File: src/rtl/com_spram_arb.sv
// Round-robin arbiter and sequencer that shares one single-port RAM shell
// among REQ_N requesters. It grants at most one access per cycle and returns
// read data to the requester that owns it. When INIT_EN is set, it zero-fills
// the whole RAM after reset, before any requester is served.
//
//  state   | meaning
//  --------+-----------------------------------------------------------
//  ST_INIT | zero-fill sweep, one write per cycle, requesters held off
//  ST_RUN  | round-robin arbitration, one RAM access per cycle
module com_spram_arb #(
  parameter int REQ_N   = 4,
  parameter int DATA_W  = 32,
  parameter int DEPTH   = 64,
  parameter int STRB_W  = 1,
  parameter int INIT_EN = 1,
  localparam int ADDR_W = $clog2(DEPTH)
) (
  input  logic                      clk,
  input  logic                      rst,
  input  logic [REQ_N-1:0]          req_vld,
  output logic [REQ_N-1:0]          req_rdy,
  input  logic [REQ_N-1:0]          req_wr,
  input  logic [REQ_N*STRB_W-1:0]   req_strb,
  input  logic [REQ_N*ADDR_W-1:0]   req_addr,
  input  logic [REQ_N*DATA_W-1:0]   req_wdata,
  output logic [REQ_N-1:0]          rsp_vld,
  output logic [DATA_W-1:0]         rsp_data,
  output logic                      init_done,
  output logic                      mem_ce_n,
  output logic [STRB_W-1:0]         mem_we,
  output logic [ADDR_W-1:0]         mem_addr,
  output logic [DATA_W-1:0]         mem_wr_data,
  input  logic [DATA_W-1:0]         mem_rd_data
);

  localparam int PTR_W = $clog2(REQ_N);

  typedef enum logic {ST_INIT, ST_RUN} state_t;

  localparam state_t RST_STATE = (INIT_EN != 0) ? ST_INIT : ST_RUN;

  state_t              state_q, state_d;
  logic [ADDR_W-1:0]   init_cnt_q;
  logic                init_done_q;
  logic [PTR_W-1:0]    rr_ptr_q;
  logic [REQ_N-1:0]    rsp_vld_q;
  logic [ADDR_W-1:0]   addr_q;
  logic [DATA_W-1:0]   wdata_q;

  logic                found;
  logic [PTR_W-1:0]    win;
  logic [PTR_W:0]      scan;
  logic [REQ_N-1:0]    gnt;
  logic                win_wr;
  logic [STRB_W-1:0]   win_strb;
  logic [ADDR_W-1:0]   win_addr;
  logic [DATA_W-1:0]   win_wdata;
  logic                init_last;

  assign init_last = (init_cnt_q == ADDR_W'(DEPTH - 1));

  // Pick the first valid requester at or after rr_ptr, wrapping modulo REQ_N.
  always_comb begin
    found = 1'b0;
    win   = '0;
    scan  = '0;
    gnt   = '0;
    if (!rst && state_q == ST_RUN) begin
      for (int k = 0; k < REQ_N; k++) begin
        scan = {1'b0, rr_ptr_q} + (PTR_W+1)'(k);
        if (scan >= (PTR_W+1)'(REQ_N)) scan = scan - (PTR_W+1)'(REQ_N);
        if (!found && req_vld[scan[PTR_W-1:0]]) begin
          found = 1'b1;
          win   = scan[PTR_W-1:0];
        end
      end
      if (found) gnt[win] = 1'b1;
    end
  end

  assign win_wr    = req_wr[win];
  assign win_strb  = req_strb[int'(win)*STRB_W +: STRB_W];
  assign win_addr  = req_addr[int'(win)*ADDR_W +: ADDR_W];
  assign win_wdata = req_wdata[int'(win)*DATA_W +: DATA_W];

  // Next state and RAM port drive; an idle port keeps addr/data steady.
  always_comb begin
    state_d     = state_q;
    mem_ce_n    = 1'b1;
    mem_we      = '0;
    mem_addr    = addr_q;
    mem_wr_data = wdata_q;
    if (!rst) begin
      case (state_q)
        ST_INIT: begin
          mem_ce_n    = 1'b0;
          mem_we      = '1;
          mem_addr    = init_cnt_q;
          mem_wr_data = '0;
          if (init_last) state_d = ST_RUN;
        end
        default: begin
          if (found) begin
            mem_addr    = win_addr;
            mem_wr_data = win_wdata;
            if (win_wr) begin
              // A write with no strobe lanes is consumed, never issued.
              mem_we   = win_strb;
              mem_ce_n = ~|win_strb;
            end else begin
              mem_ce_n = 1'b0;
            end
          end
        end
      endcase
    end
  end

  // State, pointer, clear counter and response registers.
  always_ff @(posedge clk or posedge rst) begin
    if (rst) begin
      state_q     <= RST_STATE;
      init_cnt_q  <= '0;
      init_done_q <= (INIT_EN == 0);
      rr_ptr_q    <= '0;
      rsp_vld_q   <= '0;
      addr_q      <= '0;
      wdata_q     <= '0;
    end else begin
      state_q   <= state_d;
      addr_q    <= mem_addr;
      wdata_q   <= mem_wr_data;
      rsp_vld_q <= (found && !win_wr) ? gnt : '0;
      if (state_q == ST_INIT) begin
        init_cnt_q <= init_cnt_q + ADDR_W'(1);
        if (init_last) init_done_q <= 1'b1;
      end
      if (found) begin
        rr_ptr_q <= (win == PTR_W'(REQ_N - 1)) ? '0 : win + PTR_W'(1);
      end
    end
  end

  assign req_rdy   = gnt;
  assign rsp_vld   = rsp_vld_q;
  assign rsp_data  = mem_rd_data;
  assign init_done = init_done_q;

endmodule

File: config.mk
export PLATFORM = sky130hd
export DESIGN_NAME = com_spram_arb
export DESIGN_NICKNAME = d
export VERILOG_FILES = /design/src/rtl/com_spram_arb.sv
export SDC_FILE = /design/constraint.sdc
export NUM_CORES = 1
export LEC_CHECK = 0
export ABC_AREA = 0
export BUFFER_PORTS_ARGS = -buffer_cell sky130_fd_sc_hd__buf_2
export CAP_MARGIN = 5
export CORE_AREA = 3 3 107 109
export CTS_CLUSTER_SIZE = 40
export DETAILED_ROUTE_END_ITERATION = 6
export DIE_AREA = 0 0 110 112
export HOLD_SLACK_MARGIN = 0.08
export PLACE_DENSITY = 0.7
export RECOVER_POWER = 100
export SYNTH_ARGS = -nofsm -noshare
export SYNTH_HDL_FRONTEND = slang
export SYNTH_SLANG_ARGS = --single-unit
File: constraint.sdc
create_clock -name clk -period 6.8 [get_ports clk]
set_clock_uncertainty 0.2 [all_clocks]
set_input_delay 2.04 -clock clk [delete_from_list [all_inputs] [get_ports clk]]
set_output_delay 2.04 -clock clk [all_outputs]
set_load 0.02 [all_outputs]
* Word-level counts from Yosys, hierarchy flattened
Cells that the tools add are included.
** Word-level totals
- Input bits :: 198
- Output and inout bits :: 81
- Register bits :: 52
** Operators by class
- Add/sub/neg operators :: 9
- Bitwise gates (word level) :: 1
- Shift-type cells :: 3
- Equality and inequality tests :: 2
- Reduce and logical (&&, ||, !) cells :: 13
- $mul :: 1
- Multiplexer cells :: 55
- $lt $le $gt $ge :: 11
** Operators by type and width (number)
- 128-bit by 8-bit indexed part select with 32-bit output :: 1
- 32-bit two-way mux :: 3
- 2-bit two-way mux :: 15
- 1-bit two-way mux :: 25
- 24-bit by 6-bit indexed part select with 6-bit output :: 1
- 2-bit by 3-bit < comparator with 1-bit output (second input constant) :: 6
- 6-bit two-way mux :: 3
- 4-bit two-way mux :: 3
- 1-bit binary-select mux with 2-bit select :: 5
- 3-bit >= comparator (second input constant) :: 3
- 2-bit by 1-bit subtractor with 2-bit output (second input constant) :: 4
- 2-bit by 2-bit adder with 3-bit output (second input constant) :: 2
- 6-bit by 1-bit adder with 6-bit output (second input constant) :: 1
- 6-bit == test (second input constant) :: 1
- 1-bit logical AND :: 6
- 1-bit logical NOT :: 6
- 2-bit by 2-bit multiplier with 4-bit output (second input constant) :: 1
- 4-bit by 3-bit indexed part select with 1-bit output :: 1
- 2-bit by 1-bit adder with 3-bit output (second input constant) :: 1
- 2-bit by 3-bit >= comparator with 1-bit output (second input constant) :: 1
- 2-bit by 1-bit adder with 2-bit output (second input constant) :: 1
- 1-bit demux with 2-bit select :: 1
- 2-bit == test (second input constant) :: 1
- 2-bit by 1-bit >= comparator with 1-bit output (second input constant) :: 1
- 2 further kinds :: 2

* Longest topological paths before layout
- Depth in word-level cells :: 26
- Depth in mapped cells :: 8

* Worst setup path after synthesis
OpenSTA, ideal clock, no wires.
- Path kind :: input port to output port
- From :: input rst
- To :: output mem_wr_data[10]
- Arrival :: 4115 ps
- Path buffers :: 1
- Data required time :: 4560 ps
- Slack :: 445 ps
- Cell stages on the path :: 4
- Cell sequence :: inv_1 > nand2_1 > clkbuf_1 > a32o_1
** Between the ends
- Cells in the longest elaborated chain, start to end :: 7
** RTL lines
- from (decl) :: RTL line 19 : input logic rst,
- 1-bit logical NOT (no line)
- 1-bit logical AND :: RTL line 68 : if (!rst && state_q == ST_RUN) begin
- 2-bit two-way mux :: RTL line 68
- 128-bit by 8-bit indexed part select with 32-bit output :: RTL line 84 : assign win_wdata = req_wdata[int'(win)*DATA_W +: DATA_W];
- 32-bit two-way mux :: RTL line 103 : if (found) begin
- 32-bit two-way mux :: RTL line 94 : case (state_q)
- 32-bit two-way mux (*) :: RTL line 93 : if (!rst) begin
- to (decl) :: RTL line 32 : output logic [DATA_W-1:0] mem_wr_data,
Mark *: on every way between the ends. The rest lies on a longest branch, timed or not.

* Worst setup path in the final report
- From :: input rst
- To :: output mem_addr[3]
** Between the ends
- Cells in the longest elaborated chain, start to end :: 8
** RTL lines
- 1-bit logical NOT (no line)
- 1-bit logical AND :: RTL line 68
- 2-bit two-way mux :: RTL line 68
- 2-bit by 2-bit multiplier with 4-bit output :: RTL line 83 : assign win_addr = req_addr[int'(win)*ADDR_W +: ADDR_W];
- 24-bit by 6-bit indexed part select with 6-bit output :: RTL line 83
- 6-bit two-way mux :: RTL line 103
- 6-bit two-way mux :: RTL line 94
- 6-bit two-way mux (*) :: RTL line 93
- to (decl) :: RTL line 31 : output logic [ADDR_W-1:0] mem_addr,
Marks and branches as above.

==> impl_metrics.tcl <==
set metrics [dict create \
    grtUsageTotal 0.167 \
    rows 38 \
    cts_max_level 2 \
    critPathKind "primary input to output pin" \
    worst_pin_slew_ns 2.88 \
    switching_share 0.265 \
    hpwl_um 8210 \
    grt_pass1_wl_um 16600 \
    via_per_inst 5.08 \
    whs_ns 0.283 \
    drt-total-wl_um 10700 \
    io_pins 279 \
    cp-endpoint "mem_addr[3]" \
    rr_worst_depth 6 \
    cts.clk_slew.worst_paths_ns 0.11 \
    hold_viol_final 0 \
    regArea_sq_um 1300 \
    avgSynthCellArea_sq_um 9.68 \
    power.switching_w 0.000158 \
    diodes 0 \
    power.internal_w 0.000438 \
    synth_cells 373 \
    finish.utilization 0.428 \
    die_w_um 110 \
    reg2reg_slack_ns 4.07 \
    die_y_um 112 \
    clock_sinks 52 \
    grt_pass1_vias 3500 \
    worst_setup_path_start_kind "primary input" \
    slowest_stage "nand4_4" \
    yosys.cell_count.top_type "mux2i_1" \
    place_ws_ns 0.462 \
    hold_class "flop to flop" \
    slew_headroom -0.921 \
    cts_resized 0 \
    cap_violations 1 \
    fin_crit_sh 0.957 \
    rsz0062_at_grt "no" \
    ir_worst_vdd_mv 0.0736 \
    power-per-cell-area_nw_per_um2 130 \
    drcViolationCount 0 \
    pwr-share-comb 0.165 \
    yosysSeqAreaShare 0.360 \
    synth-main-ff-cell "dfrtp_1" \
    setup_viol 0 \
    insertion_delay_ns 0.31 \
    globalplace.congestion 0.824 \
    failed_checks "max-capacitance violations, max-slew violations" \
    postRouteAntennaNets 0 \
    overflow 0 \
    multi_input_area_sq_um 1910 \
    syn_nets 572 \
    cts_setup_buffers 0 \
    cts.path.max_buffers 2 \
    synth_seq_cells 52 \
    die-area_sq_um 12300 \
    max_stage_delay_ns 0.43 \
    layout_setup_ws_ns 0.295 \
    worst-endpoint-arrival_ns 4.27 \
    finalSetupTns_ns 0 \
    crit_cells 8 \
    slew_violations 54 \
    p_total_w 0.000596 \
    tritoncts "done" \
    cts_hold_buf 0 \
    vias 3488 \
    nNetsFinal 744 \
    firstDrtPassIters 5 \
    status "complete, but fails checks" \
    clkPwrFrac 0.312 \
    synthArstFlopShare 1.00 \
    n_fill_cell 1107 \
    wire_per_inst_um 15.6 \
    max_freq_mhz 154 \
    required_ns 4.56 \
    area_growth_pct 26.8 \
    grt_max_degree 54 \
    p_leak_nw 2.67 \
    path_buf_inv 2 \
    yosysTopAreaCell "dfrtp_1" \
    design.core.area_sq_um 10700 \
    synth_common_cells "mux2i_1 (76), nand2_1 (74), dfrtp_1 (52)" \
    numCtsBuffers 5 \
    start_util 0.338 \
    yosysWarnings 0 \
    root_buffer "clkbuf_8" \
    fin_crit_ns 6.51 \
    antenna_found_initial 0 \
    worst_setup_path_end_kind "output pin" \
    netlist_area_sq_um 3610 \
    r2r-end "addr_q[3]" \
    first_iter_violations 225 \
    startpoint "rst" \
    synth_top_cell_area_share 0.360 \
    cp_cell_sequence "clkbuf_1, and2b_1, nor2b_1, nand4_4, mux2i_1, mux2_1, o21ai_0, buf_2" \
    crit_family "simple AND/OR/NAND/NOR gates" \
    synthTopCellsByArea "dfrtp_1 (36%), mux2i_1 (21%), a32o_1 (9.4%)" \
    crit_path_max_fanout 24 \
    p_seq_frac 0.523 \
    synth_cell_types 41 \
    drive_above_1_share 0.348 \
    portBuffers 214 \
    r2r-start "state_q" \
    synth_edf_count 0 \
]
power by group through the flow:
stage | logic (W) | registers (W) | clock network, W
2_1_floorplan | 0.0000674 | 0.000317 | 0
3_3_place_gp | 0.0000980 | 0.000317 | 0
3_5_place_dp | 0.000101 | 0.000317 | 0
4_1_cts | 0.000101 | 0.000311 | 0.000197
5_1_grt | 0.000111 | 0.000312 | 0.000211
6_report | 0.0000985 | 0.000311 | 0.000186
cell usage in the layout (no fill, tap or decap), types with 2 or more instances in the layout:
cell and count:
inv_1 2, a32o_1 34, o22ai_1 4, buf_2 166, clkbuf_1 50, mux2i_1 76
nor3_1 4, nand2_1 74, clkbuf_8 5, mux2_1 2, a22oi_1 2, nor2_1 10
buf_4 3, nand4_1 2, xnor2_1 5, o21ai_0 3, a21oi_1 6, buf_12 2
clkinv_4 2, nand2b_1 6, mux2_2 5, nand3_1 6, nand3b_1 2, dfrtp_1 52
a31oi_1 2, nor2b_1 3
logic make-up after synthesis:
group / synth area share
compound gates: 0.136
xor+xnor: 0.0145
fa+ha+maj: 0.00346
buf+inv: 0.109
flops: 0.360
mux: 0.232
simple gates: 0.144
per-stage QoR:
step | cell area (sq um) | instances
after floorplan | 3610 | 373
after global placement | 4560 | 678
after detailed placement | 4560 | 678
after CTS | 4660 | 686
after global routing | 4580 | 686
final | 4580 | 686
registers in the layout, summed over array words and instances, names as in the netlist:
name        cells
wdata_q        32
addr_q          6
init_cnt_q      6
rsp_vld         4
rr_ptr_q        2
init_done       1
state_q         1
area by class of cell:
class | instances | area share
multi-input cells | 262 | 0.418
clock inverters | 3 | 0.00574
well taps | 140 | 0.0383
flip-flops and latches | 52 | 0.284
clock buffers | 5 | 0.0150
inverters | 2 | 0.00164
repair buffers | 222 | 0.237
per-layer routing:
layer,vias up,global-route usage,share of wire
met5,-,0,0
met2,141,0.305,0.52
met3,22,0.0278,0.076
met4,0,0.0557,0.019
met1,1655,0.192,0.38
li1,1670,-,-
worst register-to-register path, cell delays in order, from the launching register on:
cell     delay, ns
dfrtp_1       0.57
and2b_1       0.31
nor2b_1       0.32
nand4_4       0.43
mux2i_1       0.24
mux2_1        0.32
o21ai_0       0.25
how the worst min path moves through the flow:
stage               depth (start not counted)            end  slack, ns           from
floorplan                                   1  init_cnt_q[5]       0.26  init_cnt_q[5]
global placement                            1      init_done       0.25      init_done
detailed placement                          1      init_done       0.26      init_done
CTS                                         1      init_done       0.28      init_done
global route                                1      init_done       0.30      init_done
finish                                      1      init_done       0.28      init_done
(Power assumes the default switching activity.)
